### config.mk
export PLATFORM = sky130hd
export DESIGN_NAME = fanin_arbiter
export DESIGN_NICKNAME = d
export VERILOG_FILES = /design/src/rtl/fanin_pkg.sv /design/src/rtl/fanin_rr_pick.sv /design/src/rtl/fanin_arbiter.sv
export SDC_FILE = /design/constraint.sdc
export NUM_CORES = 1
export LEC_CHECK = 0
export ABC_CLOCK_PERIOD_IN_PS = 1450
export CAP_MARGIN = 20
export CORE_ASPECT_RATIO = 1.2
export CORE_MARGIN = 2
export CORE_UTILIZATION = 35
export CTS_CLUSTER_SIZE = 25
export DETAILED_ROUTE_END_ITERATION = 12
export PLACE_DENSITY = 0.81
export SLEW_MARGIN = 20
export SYNTH_ARGS = -nofsm -noshare
export SYNTH_HDL_FRONTEND = slang
export SYNTH_SLANG_ARGS = --single-unit
### constraint.sdc
create_clock -name clk -period 1.45 [get_ports clk]
set_input_delay 0.29 -clock clk [delete_from_list [all_inputs] [get_ports clk]]
set_output_delay 0.29 -clock clk [all_outputs]
set_load 0.02 [all_outputs]
### src/rtl/fanin_pkg.sv
// Shared types and constants for the 2:1 packet fan-in arbiter.
package fanin_pkg;

  typedef enum logic [1:0] {
    ST_IDLE  = 2'd0,
    ST_LOCK0 = 2'd1,
    ST_LOCK1 = 2'd2
  } state_e;

  localparam int DEF_DATA_W = 64;

  function automatic int cnt_w(input int pkt_max);
    return $clog2(pkt_max + 1);
  endfunction

endpackage

### src/rtl/fanin_rr_pick.sv
// Combinational grant selection: lock owner only, otherwise single requester or rr_ptr.
module fanin_rr_pick
  import fanin_pkg::*;
(
  input  logic [1:0] req,
  input  logic       rr_ptr,
  input  state_e     state,
  output logic [1:0] grant,
  output logic       sel
);

  always_comb begin
    grant = 2'b00;
    sel   = 1'b0;
    case (state)
      ST_IDLE: begin
        if (req == 2'b11) grant = rr_ptr ? 2'b10 : 2'b01;
        else              grant = req;
      end
      ST_LOCK0: grant = {1'b0, req[0]};
      ST_LOCK1: grant = {req[1], 1'b0};
      default:  grant = 2'b00;
    endcase
    // Mux select follows the lock owner even when it is momentarily idle
    sel = (state == ST_LOCK1) || ((state == ST_IDLE) && grant[1]);
  end

endmodule

### src/rtl/fanin_arbiter.sv
// 2-to-1 packet-granular fan-in arbiter with a one-entry registered output stage.
// Build option FANIN_FIXED_PRIO_EN: input 0 always wins idle contention.
module fanin_arbiter
  import fanin_pkg::*;
#(
  parameter int DATA_W  = DEF_DATA_W,
  parameter int PKT_MAX = 8
) (
  input  logic              clk,
  input  logic              reset,
  input  logic              in0_valid,
  input  logic [DATA_W-1:0] in0_data,
  input  logic              in0_tail,
  output logic              in0_ready,
  input  logic              in1_valid,
  input  logic [DATA_W-1:0] in1_data,
  input  logic              in1_tail,
  output logic              in1_ready,
  output logic              out_valid,
  output logic [DATA_W-1:0] out_data,
  output logic              out_tail,
  output logic              out_src,
  input  logic              out_ready,
  output logic              lock_err
);

  localparam int CNT_W = cnt_w(PKT_MAX);

  state_e            state, state_nxt;
  logic              rr_ptr;
  logic [1:0]        grant;
  logic              sel;
  logic              can_load;
  logic              accept;
  logic              acc_tail;
  logic [DATA_W-1:0] mux_data;
  logic [CNT_W-1:0]  flit_cnt;

  fanin_rr_pick u_pick (
    .req    ({in1_valid, in0_valid}),
    .rr_ptr (rr_ptr),
    .state  (state),
    .grant  (grant),
    .sel    (sel)
  );

  assign can_load  = !out_valid || out_ready;
  assign in0_ready = !reset && can_load && grant[0];
  assign in1_ready = !reset && can_load && grant[1];
  assign accept    = (in0_valid && in0_ready) || (in1_valid && in1_ready);
  assign acc_tail  = sel ? in1_tail : in0_tail;
  assign mux_data  = sel ? in1_data : in0_data;

  always_comb begin
    state_nxt = state;
    if (accept) begin
      if (acc_tail) state_nxt = ST_IDLE;
      else          state_nxt = sel ? ST_LOCK1 : ST_LOCK0;
    end
  end

  always_ff @(posedge clk) begin
    if (reset) state <= ST_IDLE;
    else       state <= state_nxt;
  end

`ifdef FANIN_FIXED_PRIO_EN
  assign rr_ptr = 1'b0;
`else
  always_ff @(posedge clk) begin
    if (reset)                  rr_ptr <= 1'b0;
    else if (accept && acc_tail) rr_ptr <= ~sel;
  end
`endif

  // Output stage: reload on accept, otherwise empty once drained
  always_ff @(posedge clk) begin
    if (reset) begin
      out_valid <= 1'b0;
      out_data  <= '0;
      out_tail  <= 1'b0;
      out_src   <= 1'b0;
    end else if (accept) begin
      out_valid <= 1'b1;
      out_data  <= mux_data;
      out_tail  <= acc_tail;
      out_src   <= sel;
    end else if (out_ready) begin
      out_valid <= 1'b0;
    end
  end

  // Watchdog: flit_cnt holds flits already accepted in this packet, saturating at PKT_MAX
  always_ff @(posedge clk) begin
    if (reset) begin
      flit_cnt <= '0;
      lock_err <= 1'b0;
    end else if (accept) begin
      if (acc_tail) begin
        flit_cnt <= '0;
      end else if (flit_cnt == CNT_W'(PKT_MAX)) begin
        lock_err <= 1'b1;
      end else begin
        flit_cnt <= flit_cnt + 1'b1;
      end
    end
  end

endmodule

-- Word-level counts from Yosys, hierarchy flattened
Cells that the tools add are included.
- reduce and logical (&&, ||, !) cells: 16
- bitwise logic cells: 2
- equal/unequal tests: 5
- add/sub/neg operators: 1
- mux-type cells: 11
- operator list (cell ; count):
    $mux 64 ; 1
    $mux 2 ; 4
    $mux 4 ; 2
    $logic_and 1x1->1 ; 7
    $pmux 2 s3 ; 1
    $add 4x1->4 const B ; 1
    $eq 2x2->1 const B ; 2
    $eq 4x4->1 const B ; 1
    $logic_or 1x1->1 ; 3
    $mux 1 ; 3
    $reduce_and 3->1 ; 1
    $eq 2x1->1 const B ; 1
    $logic_not 1->1 ; 2
    $logic_not 2->1 ; 1
    $ne 2x2->1 const B ; 1
    $not 1->1 ; 2
    $reduce_and 2->1 ; 1
    $reduce_bool 2->1 ; 1
- input bits: 135
- word-level logic and storage cells: 43
- bits in registers: 75
- output and inout bits: 70

-- Depth between registers and ports, before layout
Gate-level depths: netlist (run 1).
- word-level depth: 8
- mapped depth: 7
- depth with buffers taken out: 5

-- Hierarchy
From an unflattened synthesis (run 1), not the netlist that was laid out.
- cell total of the unflattened synthesis: 356
- area total of the unflattened synthesis: 3333.2 um^2
- by module, submodules not included (module ; area each (um^2) ; instances ; sequential area each (um^2) ; cells each):
    fanin_arbiter ; 3293.2 ; 1 ; 1501.4 ; 349
    fanin_rr_pick ; 40.0 ; 1 ; 0.0 ; 7

-- Worst setup path before layout (run 1)
No wires, ideal clock.
- path type: register to register
- start: register rr_ptr
- end: register out_data[0]
- slack: -0.136 ns
- arrival time: 1.440 ns
- clock period less this slack: 1.586 ns
- library setup time: 0.146 ns
- cell stages (with the launch flop): 8
- buffers on the path: 3
- data required time: 1.304 ns
- cell sequence: dfxtp_1 > or3b_1 > buf_6 > nand2_4 > buf_12 > buf_12 > mux2i_1 > a211oi_2
- longest elaborated chain between the ends: 6
- elaborated cells on any way between the ends: 11
- those cells by class: mux (4); reduce/logical (7)
- RTL lines (what ; line ; RTL):
    start, declared ; fanin_arbiter.sv:30 ; logic rr_ptr;
    start signal, assigned ; fanin_arbiter.sv:72 ; else if (accept && acc_tail) rr_ptr <= ~sel;
    $mux 2 (*) (2 in a row) ; fanin_rr_pick.sv:17 ; if (req == 2'b11) grant = rr_ptr ? 2'b10 : 2'b01;
    $pmux 2 s3 (*) ; fanin_rr_pick.sv:15 ; case (state)
    $logic_and 1x1->1 (on tied branches) ; fanin_rr_pick.sv:25, fanin_arbiter.sv:48, fanin_arbiter.sv:49 ;
    $logic_or 1x1->1 / $logic_and 1x1->1 (equally long branches) ; fanin_rr_pick.sv:25, fanin_arbiter.sv:50 ;
    $mux 64 / $logic_or 1x1->1 (equally long branches) ; fanin_arbiter.sv:52, fanin_arbiter.sv:50 ;
    end signal, assigned ; fanin_arbiter.sv:85 ; out_data <= mux_data;
    end, declared ; fanin_arbiter.sv:20 ; output logic [DATA_W-1:0] out_data,
Every way passes the cells marked *; elsewhere a longest branch is shown, timed or not.
A chain may end at the register's enable or synchronous reset.

-- Final worst setup path (run 1)
- start: register state[1]
- end: register out_data[5]
- longest elaborated chain between the ends: 5
- elaborated cells on any way between the ends: 12
- those cells by class: eq/ne (2); mux (2); reduce/logical (8)
- RTL lines (what ; line ; RTL):
    start, declared ; fanin_arbiter.sv:29 ; state_e state, state_nxt;
    start signal, assigned ; fanin_arbiter.sv:64 ; else state <= state_nxt;
    $eq 2x2->1, or another cell as far along ; fanin_rr_pick.sv:15, fanin_rr_pick.sv:25 ;
    $pmux 2 s3 ; fanin_rr_pick.sv:15 ;
    $logic_and 1x1->1 (on tied branches) ; fanin_rr_pick.sv:25, fanin_arbiter.sv:48, fanin_arbiter.sv:49 ;
    $logic_or 1x1->1 / $logic_and 1x1->1 (equally long branches) ; fanin_rr_pick.sv:25, fanin_arbiter.sv:50 ;
    $mux 64 / $logic_or 1x1->1 (equally long branches) ; fanin_arbiter.sv:52, fanin_arbiter.sv:50 ;
Parallel ways exist; a longest one is shown, timed or not.

==> qor.yml, run 1 <==
status: "finished, violations left"
violations: "negative setup slack"
wirelength_um: 12300
initial_utilization_pct: 36.2
synth_area_leader_cell: "dfxtp_1"
grt_overflow: 0
synth-warning-count: 0
maxSlewViolCount: 0
core-area_um2: 10100
yosys-top-cells-count: "dfxtp_1 (75), nor2_1 (73), mux2i_1 (66)"
synth.yosys.seq_area_share_pct: 41.0
cp-start-kind: "flip-flop"
cp_num_buf_inv: 4
worst_slew_margin_rel_pct: 64.5
finalCriticalPeriod_ns: 1.75
nFillCells: 696
cp_slowest_cell: "dfxtp_2"
clk_latency_ns: 0.32
port_buffers: 204
crit_required_ns: 1.67
placed_cell_area_um2: 6090
dp_hpwl_um: 8590
setup_slack_ns: -0.297
rows: 40
hold_class: "input pin to flip-flop"
leakage_nw: 3.04
syn-cell-area_um2: 3660
clk_pin_slew_ns: 0.06
vias_per_cell: 4.99
async_flop_share_pct: 0
synth_top_area_share_pct: 41.0
dieArea_um2: 11300
fmax_mhz: 572
synth-main-ff-cell: "dfxtp_1"
yosys_register_bits: 75
grt_util_all_layers_pct: 20.0
critPathArrivalTime_ns: 1.97
critical_path.cell_chain: "nand2b_2 -> buf_4 -> a211oi_4 -> buf_4 -> buf_12 -> buf_4 -> nor2_1 -> a211oi_2"
finalCritPeriodShare_pct: 121
die_w_um: 97.3
synth_most_common_cell: "dfxtp_1"
cts_sinks: 75
syn-mean-instance-area_um2: 10.3
grt_pass1_wl_um: 18100
rsz0062_at_grt: "true"
numCtsBuffers: 9
gp_congestion: 0.799
drive_above_1_share_pct: 29.1
r2r_cells: 8
drv_cap: 0
drt_iter0_drc: 76
first_global_vias: 3656
powerDensity_nw_per_um2: 1030
max_stage_delay_ns: 0.33
finClkSkew_ns: 0.0108
antenna_found_initial: 0
final-hold-violation-count: 0
syn_to_final_growth_pct: 95.5
diodes: 0
h-tree-depth: 3
finalSetupViolCount: 76
path_common_cell: "buf_4"
via_count: 3643
synth_edf_count: 0
design_area_um2: 7150
worstMarginPinSlew_ns: 0.532
post_synth_num_cell_types: 38
cts_root_buf: "clkbuf_16"
syn_inst: 354
hold_buffers: 0
clk_path_buf_depth: 2
layout.nets: 736
multiInputGateArea_um2: 2360
cp_max_fo: 10
tritoncts: "built"
grt_max_degree: 34
criticalPathCategory: "flip-flop to flip-flop"
crit_family: "buffers and inverters"
num_io_pins: 205
synth_nets: 491
path_depth: 8
worstSetupEndpointType: "flip-flop"
drtAntennaViolNets: 0
final-seq-area_um2: 1500
synthTopCellsByArea: "dfxtp_1 (41%), mux2i_1 (18%), a211oi_2 (13%)"
whs_ns: 0.467
firstDrtPassIters: 4
holdPathStages: 3
drc: 0
ir_drop_v: 0.000632
die_h_um: 116
wl_per_cell_um: 16.9
==> stage by stage <==
| step | utilization [%] | power (mW) | setup slack (ns) | std cells | TNS, ns |
|---|---|---|---|---|---|
| 6_report | 70.8 | 7.39 | -0.297 | 730 | -17.49 |
| 5_1_grt | 70.8 | 7.68 | -0.345 | 730 | -21.50 |
| 4_1_cts | 68.1 | 7.31 | -0.289 | 725 | -17.58 |
| 3_5_place_dp | 60.2 | 4.35 | -0.768 | 701 | -47.17 |
| 3_3_place_gp | 60.2 | 4.30 | -0.749 | 701 | -45.18 |
| 2_1_floorplan | - | 3.37 | -0.136 | 354 | -5.93 |
==> registers in the layout (all words and copies together) (netlist names) <==
signal / cells
state: 2
rr_ptr: 1
lock_err: 1
out_src: 1
flit_cnt: 4
out_tail: 1
out_data: 64
out_valid: 1
==> cells in the final DEF, fill, tap and decap left out, types with 3 or more instances in the layout <==
master,netlist,routed
clkbuf_16,0,11
dlygate4sd2_1,0,70
buf_8,0,4
nand2_1,3,3
bufbuf_16,0,3
dfxtp_1,75,73
a211oi_2,39,44
nand4_1,3,3
mux2i_2,0,11
mux2i_4,0,24
a211oi_1,26,20
bufinv_16,0,4
buf_12,5,10
clkdlybuf4s50_1,0,131
buf_6,3,14
nor2_1,73,72
inv_1,4,4
buf_4,0,30
mux2i_1,66,31
==> worst min-delay path: cells and delay by family <==
kind / cells / cell delay, ns
buf+inv: 2 / 0.40
compound gates: 1 / 0.06
==> where the power goes <==
part	switching [mW]	internal [mW]
clock	0.825	1.95
sequential	0.0921	2.25
combinational	1.03	1.25
==> area by class of cell <==
type                            instances  area share, %
Sequential cell                        75           21.0
Clock buffer                           12           3.59
Inverter                                4          0.210
Tap cell                              126           2.20
Clock inverter                          4           1.68
Timing Repair Buffer                  265           38.3
Multi-Input combinational cell        244           33.0
==> worst paths after layout <==
| kind | startpoint | to | slack, ns |
|---|---|---|---|
| min | reset | state[1] | 0.47 |
| min reg2reg | out_data[39] | out_data[39] | 0.49 |
| max reg2reg | state[1] | out_data[5] | -0.30 |
| max | state[1] | out_data[5] | -0.30 |
==> cells by family after synthesis <==
family / synth area share, %
compound gates: 21.9
mux: 18.1
fa+ha+maj: 0.684
flops: 41.0
simple gates: 11.5
buf+inv: 6.77
==> what timing repair did <==
action	CTS	global route
endpoints found under the setup margin	144	77
setup buffers	4	3
cloned	4	2
pin swaps	13	23
gates resized for setup	156	37
==> metal layers <==
layer / share of wire (%) / GRT usage, %
met1: 35 / 19.9
met2: 56 / 40.5
met3: 6.9 / 5.49
met4: 1.6 / 5.83
met5: 0 / 0
(Power assumes the default switching activity.)
==> inputs of run 2 (changes only) <==
Settings changed: ABC_AREA set to 1, CORE_UTILIZATION 35 to 34, PLACE_DENSITY 0.81 to 0.8.
==> run 2 against run 1 <==
Against the previous run:
- largest power group is now combinational cells
- power is 1.5% lower
- the flow still finishes with violations (negative setup slack)
- die area shrank 0.89%
- utilization decreased by 1.3 points
- critical endpoint is now in0_ready
- area after synthesis decreased by 3.8%
- first-iteration DRC count up 120%
- register-to-register slack improved by 0.18 ns
- highest routed layer unchanged
- critical path type is now flip-flop to output pin
==> qor.yml, run 2 <==
via_count: 4262  # +17%
yosys_register_bits: 75  # unchanged
die_w_um: 96.9  # -0.45%
worst_slew_margin_rel_pct: 75.1  # +11 points
hp-start: "reset"
placed_cell_area_um2: 5740  # -5.7%
die_h_um: 115  # -0.45%
fmax_mhz: 633  # +11%
synth_area_leader_cell: "dfxtp_1"
clk_path_buf_depth: 2  # unchanged
clk_pin_slew_ns: 0.06  # about the same
diodes: 0  # unchanged
largestRegisters: "out_data: 64 flops, flit_cnt: 4 flops, state: 2 flops"
swShare_pct: 30.7  # +4.4 points
synthTopCellsByArea: "dfxtp_1 (43%), o211a_1 (18%), nand2_1 (15%)"
synthAdderAreaFrac_pct: 0.710  # +0.027 points
design_area_um2: 6990  # -2.4%
syn-cell-area_um2: 3520  # -3.8%
finalCriticalPeriod_ns: 1.58  # -0.168 ns
largest_reg_flops: 64  # unchanged
drtAntennaViolNets: 0  # unchanged
gp_congestion: 0.806  # +0.89%
p_comb_share_pct: 36.7  # +5.9 points
synth-warning-count: 0  # unchanged
hold_buffers: 0  # unchanged
synth_xor_xnor_area_share_pct: 0.497  # +0.50 points
firstDrtPassIters: 7  # +3
grt_max_degree: 38  # +12%
cts_root_buf: "clkbuf_16"
drive_above_1_share_pct: 18.4  # -11 points
cp-start-kind: "flip-flop"
post_synth_num_cell_types: 21  # -45%
switchingPower_mw: 2.23  # +15%
clk_latency_ns: 0.33  # about the same
synth_nets: 583  # +19%
final_common_cell: "nand2_1"
criticalPathCategory: "flip-flop to output pin"
maxSlewViolCount: 0  # unchanged
async_flop_share_pct: 0  # unchanged
cp_num_buf_inv: 3  # -1
cp_slowest_cell: "dfxtp_4"
setup_slack_ns: -0.129  # +0.168 ns
antenna_found_initial: 0  # unchanged
rows: 40  # unchanged
critical_path.cell_chain: "nor2_1 -> nand4_1 -> buf_6 -> inv_2 -> buf_6"
dp_hpwl_um: 8060  # -6.2%
dieArea_um2: 11200  # -0.89%
vias_per_cell: 5.22  # +4.5%
crit_required_ns: 1.16  # -0.51 ns
crit_family: "flip-flops"
drt_iter0_drc: 164  # +120%
synth_top_area_share_pct: 42.6  # +1.6 points
layout.nets: 823  # +12%
finClkSkew_ns: 0.00776  # -0.00306 ns
intPower_mw: 5.05  # -7.3%
core-area_um2: 10100  # -0.50%
critPathArrivalTime_ns: 1.29  # -0.68 ns
status: "finished, violations left"
drc: 0  # unchanged
path_common_cell: "buf_6"
mostFrequentLayoutCells: "nand2_1 (136), clkdlybuf4s50_1 (130), dfxtp_1 (72), dlygate4sd2_1 (72), o211a_1 (64)"
tritoncts: "built"
num_io_pins: 205  # unchanged
finalSetupViolCount: 72  # -5.3%
leakage_nw: 3.57  # +17%
synth_most_common_cell: "nand2_1"
wl_per_cell_um: 17.4  # +2.9%
worstSetupEndpointType: "output pin"
h-tree-depth: 3  # unchanged
pwr-share-clk_pct: 30.3  # -7.2 points
synth_mux_area_share_pct: 0  # -18 points
powerDensity_nw_per_um2: 1040  # +0.90%
setup-tns-final_ns: -4.65  # +12.84 ns
reg2reg_from: "state[1]"
hold_class: "input pin to flip-flop"
syn_inst: 446  # +26%
grt_pass1_wl_um: 20200  # +12%
yosys-top-cells-count: "nand2_1 (145), nand3_1 (76), dfxtp_1 (75)"
p_seq_share_pct: 33.0  # +1.4 points
power.total_mw: 7.28  # -1.5%
cts_sinks: 75  # unchanged
final-hold-violation-count: 0  # unchanged
drv_cap: 0  # unchanged
finalCritPeriodShare_pct: 109  # -12 points
synth-compound-area-share_pct: 19.7  # -2.3 points
top_register: "out_data"
grt_overflow: 0  # unchanged
nFillCells: 782  # +12%
synthSimpleGateAreaFrac_pct: 28.5  # +17 points
cp_max_fo: 4  # -6
port_buffers: 204  # unchanged
grt_util_all_layers_pct: 22.1  # +2.1 points
synth.yosys.seq_area_share_pct: 42.6  # +1.6 points
synth_edf_count: 0  # unchanged
wirelength_um: 14200  # +15%
rsz0062_at_grt: "true"
worstMarginPinSlew_ns: 0.373  # -0.159 ns
max_stage_delay_ns: 0.36  # +0.03 ns
numCtsBuffers: 9  # unchanged
synth-main-ff-cell: "dfxtp_1"
violations: "negative setup slack"
initial_utilization_pct: 35.0  # -1.2 points
ir_drop_v: 0.000621  # -1.8%
syn-mean-instance-area_um2: 7.90  # -24%
crit_start: "state[1]"
first_global_vias: 4136  # +13%
synth_top_family_by_area: "simple AND/OR/NAND/NOR gates"
syn_to_final_growth_pct: 98.3
==> run 2: logic make-up (layout without fill, tap and decap cells) <==
group / count (synthesis) / count (layout)
AO/OA/AOI/OAI: 74 / 74
XOR/XNOR: 2 / 2
adder cells (fa/ha/maj): 2 / 2
buffers and inverters: 56 / 299
flip-flops: 75 / 75
AND/OR/NAND/NOR: 237 / 239
==> run 2: metrics by stage <==
stage          hold slack [ns]  setup slack [ns]  std cells  utilization (%)
5_1_grt                  0.456            -0.178        817             69.4
2_1_floorplan            0.469            0.0827        446                -
3_3_place_gp             0.455            -0.695        762             57.0
6_report                 0.465            -0.129        817             69.4
3_5_place_dp             0.470            -0.711        762             57.0
4_1_cts                  0.448            -0.147        806             65.7
==> run 2: what timing repair did <==
action,CTS,global route
gates resized for setup,144,47
pin swaps,7,12
buffers inserted,13,7
gates cloned,15,8
setup endpoints to repair,144,76
==> run 2: layout make-up <==
cell class | count | area, µm² | share of cell area, %
flip-flops and latches | 75 | 1510 | 21.6
well taps | 126 | 158 | 2.26
multi-input cells | 317 | 1980 | 28.3
clock buffers | 11 | 243 | 3.47
inverters | 19 | 91.3 | 1.31
repair buffers | 264 | 2950 | 42.3
clock inverters | 5 | 52.6 | 0.752
==> run 2: path summary, 6_finish.rpt <==
path                               endpoint  slack, ns  cells after the start
worst max register to register  out_data[9]      -0.12                     10
worst min register to register     out_tail       0.48                      2
worst max-delay path              in0_ready      -0.13                      5
worst min-delay path               state[1]       0.46                      3
==> run 2: per-layer routing <==
metal	routed length [µm]	vias to the layer above	global-route usage (%)	part of all wire (%)
li1	-	2015	-	-
met1	5310	2026	24.1	37
met2	7650	195	41.8	54
met3	962	26	4.83	6.8
met4	291	0	8.92	2.0
met5	0	-	0	0
==> run 2: power groups by stage <==
stage / Clock (mW) / Combinational (mW) / Sequential, mW
after floorplan: 0 / 0.767 / 2.70
final: 2.21 / 2.67 / 2.40
after global placement: 0 / 2.01 / 2.44
after global routing: 2.34 / 2.84 / 2.43
after detailed placement: 0 / 2.05 / 2.44
after CTS: 2.23 / 2.38 / 2.40
==> run 2: worst reg2reg max path, delay by kind of cell, from the launching register on <==
kind	cells	cell delay, ns
AND/OR/NAND/NOR	6	0.58
buffers and inverters	3	0.43
flip-flops	1	0.36
AO/OA/AOI/OAI	1	0.12
==> inputs of run 3 (changes only) <==
Settings changed: CORE_MARGIN 2 to unset, PLACE_DENSITY 0.8 to unset, PLACE_DENSITY_LB_ADDON set to 0.12.
==> run 3 against run 2 <==
Against the previous run:
- first-iteration DRC count shrank 8.5%
- critical path depth did not move
- combinational power is 12% lower
- power fell by 6.5%
- clock power is 6% lower
- maximum frequency rose by 1.2%
- hold slack got worse by 0.099 ns
- worst setup slack improved by 0.019 ns
- the flow still finishes with violations (negative setup slack)
- sequential power barely moved
- utilization decreased by 3.5 points
- die area shrank 3.8%
- largest power group is now registers
- highest routed layer unchanged
- critical path type unchanged
==> qor.yml, run 3 (synthesized netlist as in run 2, its figures left out) <==
status: "finished, violations left"
violations: "negative setup slack"
rows: 40  # unchanged
syn_to_final_growth_pct: 88.4
setup-tns-final_ns: -3.59  # +1.06 ns
fin_util_pct: 66.0  # -3.5 points
dp_hpwl_um: 7480  # -7.3%
clk_latency_ns: 0.33  # about the same
die_w_um: 94.9  # -2.1%
vias_per_cell: 5.13  # -1.7%
grt_pass1_wl_um: 17700  # -12%
antenna_found_initial: 0  # unchanged
worstMarginPinSlew_ns: 0.742  # +0.369 ns
tritoncts: "built"
finalCritPeriodShare_pct: 108  # -1.3 points
dieArea_um2: 10800  # -3.8%
num_io_pins: 205  # unchanged
powerDensity_nw_per_um2: 1030  # -1.6%
first_global_vias: 3770  # -8.8%
firstDrtPassIters: 4  # -3
design_area_um2: 6640  # -5.0%
finalSetupViolCount: 75  # +4.2%
largest_reg_flops: 64  # unchanged
drtAntennaViolNets: 0  # unchanged
cts_sinks: 75  # unchanged
criticalPathCategory: "flip-flop to output pin"
placed_cell_area_um2: 5770  # +0.57%
worstSetupEndpointType: "output pin"
cp-start-kind: "flip-flop"
grt_util_all_layers_pct: 21.2  # -0.86 points
rsz0062_at_grt: "true"
hold_class: "input pin to flip-flop"
wirelength_um: 12900  # -9.1%
ir_drop_v: 0.000530  # -15%
cts_root_buf: "clkbuf_16"
maxSlewViolCount: 0  # unchanged
h-tree-depth: 3  # unchanged
top_register: "out_data"
clk_path_buf_depth: 2  # unchanged
gp_congestion: 0.784  # -2.8%
crit_required_ns: 1.16  # about the same
die_h_um: 113  # -1.7%
finalCriticalPeriod_ns: 1.56  # -0.0192 ns
initial_utilization_pct: 35.0  # unchanged
mostFrequentLayoutCells: "nand2_1 (130), clkdlybuf4s50_1 (130), dfxtp_1 (72)"
dp_slack_ns: -0.675  # +0.0360 ns
via_count: 4102  # -3.8%
final-hold-violation-count: 0  # unchanged
cp_max_fo: 4  # unchanged
fmax_mhz: 641  # +1.2%
drv_cap: 0  # unchanged
clk_pin_slew_ns: 0.06  # about the same
wl_per_cell_um: 16.1  # -7.2%
drc: 0  # unchanged
diodes: 0  # unchanged
drive_above_1_share_pct: 17.2  # -1.2 points
critPathArrivalTime_ns: 1.27  # -0.02 ns
core-area_um2: 10100  # unchanged
numCtsBuffers: 9  # unchanged
drt_iter0_drc: 150  # -8.5%
setup_slack_ns: -0.110  # +0.0192 ns
grt_overflow: 0  # unchanged
grt_max_degree: 69  # +82%
worst_slew_margin_rel_pct: 50.5  # -25 points
port_buffers: 204  # unchanged
largestRegisters: "out_data: 64 flops, flit_cnt: 4 flops, state: 2 flops"
leakage_nw: 3.41  # -4.6%
finClkSkew_ns: 0.00437  # -0.00339 ns
layout.nets: 806  # -2.1%
## run 3: cell types whose count changed in the layout (fill, tap and decap cells not counted), moves of 4 or more
cell     delta
nand2_1     -6
a21oi_2     +4
a21oi_1     -4
buf_16      -5
nand2_2     +5
buf_12      -5
## run 3: layer usage
metal,wire length (µm),GRT usage [%],vias to the layer above,part of all wire [%]
li1,-,-,1975,-
met1,4930,22.9,1946,38
met2,6630,37.4,164,51
met3,1110,6.07,17,8.6
met4,242,10.3,0,1.9
met5,0,0,-,0
## run 3: worst max-delay path, stage by stage, from the launching register on
cell     delay (ns)
dfxtp_4        0.36
buf_6          0.12
nor2_4         0.06
nand4_1        0.14
inv_1          0.13
buf_6          0.13
## run 3: where the power goes
part / internal [mW] / switching, mW / total [mW]
combinational: 1.18 / 1.17 / 2.35
sequential: 2.29 / 0.107 / 2.39
clock: 1.25 / 0.819 / 2.07
total: 4.71 / 2.10 / 6.81
## run 3: area by class of cell
type,instances,area [µm²]
Clock buffer,14,264
Clock inverter,2,10.0
Fill cell,868,3420
Inverter,19,83.8
Multi-Input combinational cell,316,1990
Sequential cell,75,1510
Tap cell,126,158
Timing Repair Buffer,248,2630
## run 3: stage by stage
stage / power [mW] / cells / hold WS [ns]
CTS: 6.58 / 789 / 0.467
global placement: 4.48 / 763 / 0.452
finish: 6.81 / 800 / 0.366
global route: 7.17 / 800 / 0.362
floorplan: 3.46 / 446 / 0.469
detailed placement: 4.50 / 763 / 0.459
## run 3: worst paths after layout
path / end / slack [ns] / cells past startpoint / startpoint
max reg2reg: state[0] / -0.09 / 9 / state[1]
max: in0_ready / -0.11 / 5 / state[1]
min: flit_cnt[1] / 0.37 / 3 / reset
min reg2reg: lock_err / 0.48 / 2 / lock_err
## run 3: what timing repair did
item	CTS	global route
endpoints found under the hold margin	0	0
pin swaps	4	14
endpoints found under the setup margin	143	79
buffers inserted	7	3
gates cloned	4	8
gates resized for setup	98	77
hold buffers	0	0
